## src/rtl/mem_arb_pkg.sv

```systemverilog
// Shared types for the memory port arbiter: FSM state encoding, access owner,
// timeout limits and a state-to-owner helper.
package mem_arb_pkg;

    typedef enum logic [1:0] {
        IDLE  = 2'd0,
        F_ACC = 2'd1,
        M_ACC = 2'd2
    } arb_state_e;

    typedef enum logic {
        OWN_F = 1'b0,
        OWN_M = 1'b1
    } arb_owner_e;

    localparam int unsigned TIMEOUT_MIN = 2;
    localparam int unsigned TIMEOUT_MAX = 255;

    function automatic arb_owner_e state_owner(input arb_state_e state);
        return (state == M_ACC) ? OWN_M : OWN_F;
    endfunction

endpackage

```

## src/rtl/mem_wait_timer.sv

```systemverilog
// Saturating 8-bit wait counter for one memory access; expire marks the cycle in
// which the access has waited TIMEOUT_CYC cycles.
module mem_wait_timer #(
    parameter int unsigned TIMEOUT_CYC = 16
) (
    input  logic       clk_i,
    input  logic       rst_i,
    input  logic       clr_i,
    input  logic       en_i,
    output logic       expire_o
);

    // r_cnt holds completed wait cycles, so the current wait cycle is r_cnt + 1.
    localparam logic [7:0] EXPIRE_AT = 8'(TIMEOUT_CYC - 1);

    logic [7:0] r_cnt;

    always_ff @(posedge clk_i or posedge rst_i) begin
        if (rst_i) begin
            r_cnt <= 8'd0;
        end else if (clr_i) begin
            r_cnt <= 8'd0;
        end else if (en_i && (r_cnt != 8'hFF)) begin
            r_cnt <= r_cnt + 8'd1;
        end
    end

    assign expire_o = (r_cnt >= EXPIRE_AT);

endmodule

```

## src/rtl/mem_port_arbiter.sv

```systemverilog
// Serialises fetch and memory-stage accesses onto one single-port memory with a
// bounded-latency handshake; the data port has fixed priority.
module mem_port_arbiter
    import mem_arb_pkg::*;
#(
    parameter int unsigned ADDR_W      = 64,
    parameter int unsigned DATA_W      = 64,
    parameter int unsigned TIMEOUT_CYC = 16
) (
    input  logic              clk_i,
    input  logic              rst_i,
    input  logic              f_req_i,
    input  logic [ADDR_W-1:0] f_addr_i,
    output logic              f_gnt_o,
    output logic              f_rvalid_o,
    output logic [DATA_W-1:0] f_rdata_o,
    output logic              f_err_o,
    input  logic              m_req_i,
    input  logic              m_we_i,
    input  logic [ADDR_W-1:0] m_addr_i,
    input  logic [DATA_W-1:0] m_wdata_i,
    output logic              m_gnt_o,
    output logic              m_rvalid_o,
    output logic [DATA_W-1:0] m_rdata_o,
    output logic              m_err_o,
    output logic              f_stall_o,
    output logic              m_stall_o,
    output logic              mem_req_o,
    output logic              mem_we_o,
    output logic [ADDR_W-1:0] mem_addr_o,
    output logic [DATA_W-1:0] mem_wdata_o,
    input  logic [DATA_W-1:0] mem_rdata_i,
    input  logic              mem_ack_i
);

    // Out-of-range timeouts are clamped rather than left to wrap the 8-bit counter.
    localparam int unsigned TIMEOUT_EFF =
        (TIMEOUT_CYC < TIMEOUT_MIN) ? TIMEOUT_MIN :
        (TIMEOUT_CYC > TIMEOUT_MAX) ? TIMEOUT_MAX : TIMEOUT_CYC;

    arb_state_e        r_state;
    arb_state_e        w_state_next;

    logic              r_we;
    logic [ADDR_W-1:0] r_addr;
    logic [DATA_W-1:0] r_wdata;
    logic              r_f_rvalid;
    logic [DATA_W-1:0] r_f_rdata;
    logic              r_f_err;
    logic              r_m_rvalid;
    logic [DATA_W-1:0] r_m_rdata;
    logic              r_m_err;

    logic              w_busy;
    logic              w_idle_open;
    logic              w_m_take;
    logic              w_f_take;
    logic              w_expire;
    logic              w_done;
    logic              w_tmr_clr;
    logic              w_tmr_en;
    logic [DATA_W-1:0] w_cpl_rdata;
    logic              w_cpl_err;

    assign w_busy      = (r_state != IDLE);
    // The rvalid cycle is already in IDLE, but the requester still holds req there.
    assign w_idle_open = (r_state == IDLE) && !(r_f_rvalid || r_m_rvalid);
    assign w_m_take    = w_idle_open && m_req_i;
    assign w_f_take    = w_idle_open && !m_req_i && f_req_i;
    assign w_done      = w_busy && (mem_ack_i || w_expire);

    mem_wait_timer #(
        .TIMEOUT_CYC (TIMEOUT_EFF)
    ) u_wait_timer (
        .clk_i    (clk_i),
        .rst_i    (rst_i),
        .clr_i    (w_tmr_clr),
        .en_i     (w_tmr_en),
        .expire_o (w_expire)
    );

    always_ff @(posedge clk_i or posedge rst_i) begin
        if (rst_i) begin
            r_state <= IDLE;
        end else begin
            r_state <= w_state_next;
        end
    end

    always_comb begin
        w_state_next = r_state;
        unique case (r_state)
            IDLE: begin
                if (w_m_take) begin
                    w_state_next = M_ACC;
                end else if (w_f_take) begin
                    w_state_next = F_ACC;
                end
            end
            F_ACC, M_ACC: begin
                if (w_done) begin
                    w_state_next = IDLE;
                end
            end
            default: w_state_next = IDLE;
        endcase
    end

    always_comb begin
        f_gnt_o   = w_f_take;
        m_gnt_o   = w_m_take;
        mem_req_o = w_busy;
        w_tmr_clr = w_m_take || w_f_take;
        w_tmr_en  = w_busy;
    end

    // Ack wins over a simultaneous timeout; writes always return zero data.
    assign w_cpl_rdata = (mem_ack_i && !r_we) ? mem_rdata_i : '0;
    assign w_cpl_err   = !mem_ack_i;

    always_ff @(posedge clk_i or posedge rst_i) begin
        if (rst_i) begin
            r_we       <= 1'b0;
            r_addr     <= '0;
            r_wdata    <= '0;
            r_f_rvalid <= 1'b0;
            r_f_rdata  <= '0;
            r_f_err    <= 1'b0;
            r_m_rvalid <= 1'b0;
            r_m_rdata  <= '0;
            r_m_err    <= 1'b0;
        end else begin
            r_f_rvalid <= 1'b0;
            r_m_rvalid <= 1'b0;
            if (w_m_take) begin
                r_we    <= m_we_i;
                r_addr  <= m_addr_i;
                r_wdata <= m_wdata_i;
            end else if (w_f_take) begin
                r_we    <= 1'b0;
                r_addr  <= f_addr_i;
                r_wdata <= '0;
            end
            if (w_done) begin
                if (state_owner(r_state) == OWN_M) begin
                    r_m_rvalid <= 1'b1;
                    r_m_rdata  <= w_cpl_rdata;
                    r_m_err    <= w_cpl_err;
                end else begin
                    r_f_rvalid <= 1'b1;
                    r_f_rdata  <= w_cpl_rdata;
                    r_f_err    <= w_cpl_err;
                end
            end
        end
    end

    assign f_rvalid_o  = r_f_rvalid;
    assign f_rdata_o   = r_f_rdata;
    assign f_err_o     = r_f_err;
    assign m_rvalid_o  = r_m_rvalid;
    assign m_rdata_o   = r_m_rdata;
    assign m_err_o     = r_m_err;
    assign mem_we_o    = r_we;
    assign mem_addr_o  = r_addr;
    assign mem_wdata_o = r_wdata;
    assign f_stall_o   = f_req_i && !r_f_rvalid;
    assign m_stall_o   = m_req_i && !r_m_rvalid;

endmodule
```

## config.mk

```make
export PLATFORM = sky130hd
export DESIGN_NAME = mem_port_arbiter
export DESIGN_NICKNAME = d
export VERILOG_FILES = /design/src/rtl/mem_arb_pkg.sv /design/src/rtl/mem_wait_timer.sv /design/src/rtl/mem_port_arbiter.sv
export SDC_FILE = /design/constraint.sdc
export NUM_CORES = 1
export LEC_CHECK = 0
export CORE_AREA = 2 2 205 207
export DETAILED_ROUTE_END_ITERATION = 6
export DIE_AREA = 0 0 207 209
export GPL_TIMING_DRIVEN = 0
export PLACE_DENSITY = 0.67
export SLEW_MARGIN = 20
export SYNTH_ARGS = -nofsm -noshare
export SYNTH_HDL_FRONTEND = slang
export SYNTH_HIERARCHICAL = 1
export SYNTH_SLANG_ARGS = --single-unit
```

## constraint.sdc

```tcl
create_clock -name clk_i -period 28.1 [get_ports clk_i]
set_input_delay 7.025 -clock clk_i [delete_from_list [all_inputs] [get_ports clk_i]]
set_output_delay 7.025 -clock clk_i [all_outputs]
set_load 0.01 [all_outputs]
```

==> metrics list <==
* Result of the run: completed
- Detailed Place HPWL: 34400 um
* Number of global-route vias before repair: about 11000
* GRT Util Overall: 0.204
- Max-capacitance violation count: 0
- The synthesized netlist occupies a cell area of 11100 um^2.
- Most frequent cell after synthesis: dfrtp_1
- In the final design database the tool counted between 1500 and 2000 nets.
- The Yosys step of the flow raised 6 warnings.
* Proportion of power drawn by flip-flops and latches: 0.338
- Clock Power Share: 0.190
- The first routing iteration left between 700 and 800 violations.
- Die ar.: between 40000 and 50000 um^2
- Top routing layer used: met5
- Wire length of the first global-routing pass: between 60000 and 70000 um
- Critical path, cell by cell: clkdlybuf4s50_1 > nor4bb_1 > buf_2 > buf_2 > buf_1 > clkdlybuf4s50_1
- The slowest stage of the critical path belongs to the cell clkdlybuf4s50_1.
- Net switching power of the design: 738 uW
- Counting flops and latches in the post-synthesis netlist gives roughly 270.
- The die is 207 um wide.
- Worst setup EP type: primary output
- Routed length per instance: ~22 um
- Sum of met2 wire segment lengths after detailed routing: between 20000 and 25000 um
* Post-synthesis cell count: around 970
* Cell leakage power: roughly 7.6 nW
* Fill count: 3914
- Share of the synthesized area in the top cell type: 0.609
- Remaining number of nets flagged by the antenna check after routing: 0
- Number of H-tree levels: 1
- Library cell with the largest summed area after synthesis: dfrtp_1
- Dividing the final minimum period by the clock period gives 0.599.
- Final Routed Wirelength: 46000 um
- Number of search-and-repair iterations in the first detailed-routing pass: 5
* DR vias: roughly 10000
* Design internal power: 1.27 mW
- Clock insertion delay at the later pin of the skew report: approximately 0.58 ns
* Final hold viol count: 0
* Fraction of power spent switching nets: 0.367
* Setup repair after global routing missed its margin: false
- Yosys mapped a number of flops with a built-in enable equal to 0.
- Fin Setup TNS: 0 ns
- During I/O placement, the number of pins put on the boundary was between 500 and 600.
* Cell Pwr Density: 111 nW/um^2
- The setup path with the least slack is of type primary input to primary output.
- Yosys mapped the design onto 47 distinct sky130hd cell types.
- Largest vdd supply drop: 57.0 uV
* Length of routed wiring on met1: about 19000 um
- By area the synthesized netlist is led by dfrtp_1, o21ai_0, a22o_1.
* Number of rows in the core area: 75
- Derived from the worst setup path, the maximum achievable clock frequency is 59.4 MHz.
- The routed design uses about 3700 um of met3 wire.
* Kind of path behind the tightest hold check: flip-flop to flip-flop
- Buffers on Ports: 527
- Syn avg cell area: about 12 um^2
* CTS tree: built
- Clock sinks: 271
* Worst slew pin tran: a little over 0.8 ns
- After synthesis, the share of flip-flops with an asynchronous set or reset is 1.00.
- Resized Gates After CTS: 0
- Combinational fraction of design power: 0.472
* Diodes inserted: 0
- Gr ovfl total: 0
- The max-slew violation count came to 0.
* Pin count of the biggest net entering global routing: 104
* Global placement routability congestion: just under 0.9
- Buffers added to address setup during post-CTS repair amount to 0.
- Delay of the slowest cell on the worst path: 0.84 ns
* Number of buffers created by CTS: 30
* Die boundary height: approximately 210 um
- Clock-pin slew was measured on the worst setup and hold paths at 0.06 ns.
* Largest clock skew in the final design: roughly 0.023 ns
- The longest clock path from root to sink contains 3 buffers.
* Syn nets: roughly 1200
* Register area share after synthesis: 0.609
- The setup check on the worst reg-to-reg path leaves a slack of 25.26 ns.
- The worst setup path is launched from a primary input.
- Counting I/O delays and the setup requirement, the final critical path takes between 15 and 20 ns.
- Arrival time at the worst endpoint: between 9 and 10 ns
- Root buf cell: clkbuf_16
- Initial core utilization: 0.270
* Total core area: roughly 41000 um^2
- Worst EP required: 21.08 ns
* Share of layout cells above drive strength 1: 0.0774
* Tightest slew margin relative to the limit: 0.457
- Buffers inserted to repair hold after CTS numbered 0.
* DRC: 0
* Final setup violation count: 0
* Total non-filler cell area in the finished layout: around 18000 um^2
* Synth-to-layout area growth: 62.6%
- Post-synth top cells: dfrtp_1, o21ai_0, nand2_1
- Dividing the detail-routed via count by the number of cells gives 5.01.
* Post-placement cell area: around 17000 um^2
- Antenna violations before repair: 1
* Most used DFF post-synth: dfrtp_1
- Top fanout value on the critical path: 10
through the flow:
step	hold slack, ns	util	setup WS, ns	std cells	power, mW
global route	0.500	0.438	11.11	2089	2.13
finish	0.488	0.438	11.27	2089	2.01
global placement	0.468	0.414	10.14	2031	1.62
CTS	0.489	0.438	11.23	2089	2.03
detailed placement	0.476	0.415	11.23	2033	1.63
floorplan	0.497	-	13.23	965	1.07
worst paths after layout:
| check | from | endpoint | cells after the start |
|---|---|---|---|
| setup / recovery | m_req_i | m_gnt_o | 6 |
| hold / removal | mem_addr_o[22] | mem_addr_o[22] | 1 |
| setup reg to reg | r_state[1] | u_wait_timer/r_cnt[3] | 10 |
| hold reg to reg | mem_addr_o[22] | mem_addr_o[22] | 1 |
| max in group asynchronous | rst_i | f_rdata_o[13] | 3 |
| min in group asynchronous | rst_i | u_wait_timer/r_cnt[3] | 2 |
power groups by stage:
stage	combinational (mW)	sequential, mW	clock [mW]
after floorplan	0.322	0.745	0
after global placement	0.945	0.674	0
after detailed placement	0.954	0.678	0
after CTS	0.961	0.676	0.392
after global routing	1.02	0.698	0.410
final	0.949	0.678	0.382
state kept, by name (all words and copies together) (netlist names), 2 cells and up:
name	cells
f_rdata_o	64
r_state	2
u_wait_timer/r_cnt	8
mem_wdata_o	64
mem_addr_o	64
m_rdata_o	64
cell type report:
| class | instances | area, um^2 | area share |
|---|---|---|---|
| clock inverters | 16 | 124 | 0.00685 |
| inverters | 12 | 52.6 | 0.00290 |
| clock buffers | 40 | 828 | 0.0458 |
| well taps | 539 | 674 | 0.0373 |
| multi-input cells | 594 | 3950 | 0.218 |
| plain buffers | 88 | 355 | 0.0196 |
| flip-flops and latches | 271 | 6780 | 0.375 |
| repair buffers | 529 | 5330 | 0.295 |
critical path: cells and delay by family:
family / cells / cell delay (ns)
AND/OR/NAND/NOR: 1 / 0.27
buffers and inverters: 5 / 2.50
logic make-up (layout without fill, tap and decap cells):
family / count (synthesis) / after routing / share of synthesized area
AOI/OAI and AO/OA: 374 / 374 / 0.225
xor gates and xnor gates: 2 / 2 / 0.00157
adders and majority gates: 3 / 3 / 0.00337
buffers and inverters: 100 / 685 / 0.0360
DFF: 271 / 271 / 0.609
muxes: 48 / 48 / 0.0483
and+or+nand+nor: 167 / 167 / 0.0763
cell usage in the layout, fill, tap and decap left out, types with 3 or more instances in the layout:
cell             instances
mux2_2                  41
ha_1                     3
clkinv_2                12
buf_1                    4
clkbuf_8                 4
nor2_1                   9
a32oi_1                 36
and2_1                  50
o21ai_0                169
nand3_1                  6
dfrtp_1                271
a31oi_1                 28
o2bb2ai_1               28
clkbuf_1                70
inv_1                    9
clkbuf_16               30
nand2_1                 81
buf_2                   20
a21oi_1                  4
mux2_1                   5
clkdlybuf4s50_1        527
a22o_1                  65
a22oi_1                 36
routing by layer:
layer,up-vias,GRT usage
met2,464,0.345
met5,-,0
li1,4681,-
met3,68,0.0600
met1,5241,0.256
met4,2,0.0544
No activity file was read; power rests on OpenSTA's default activity.
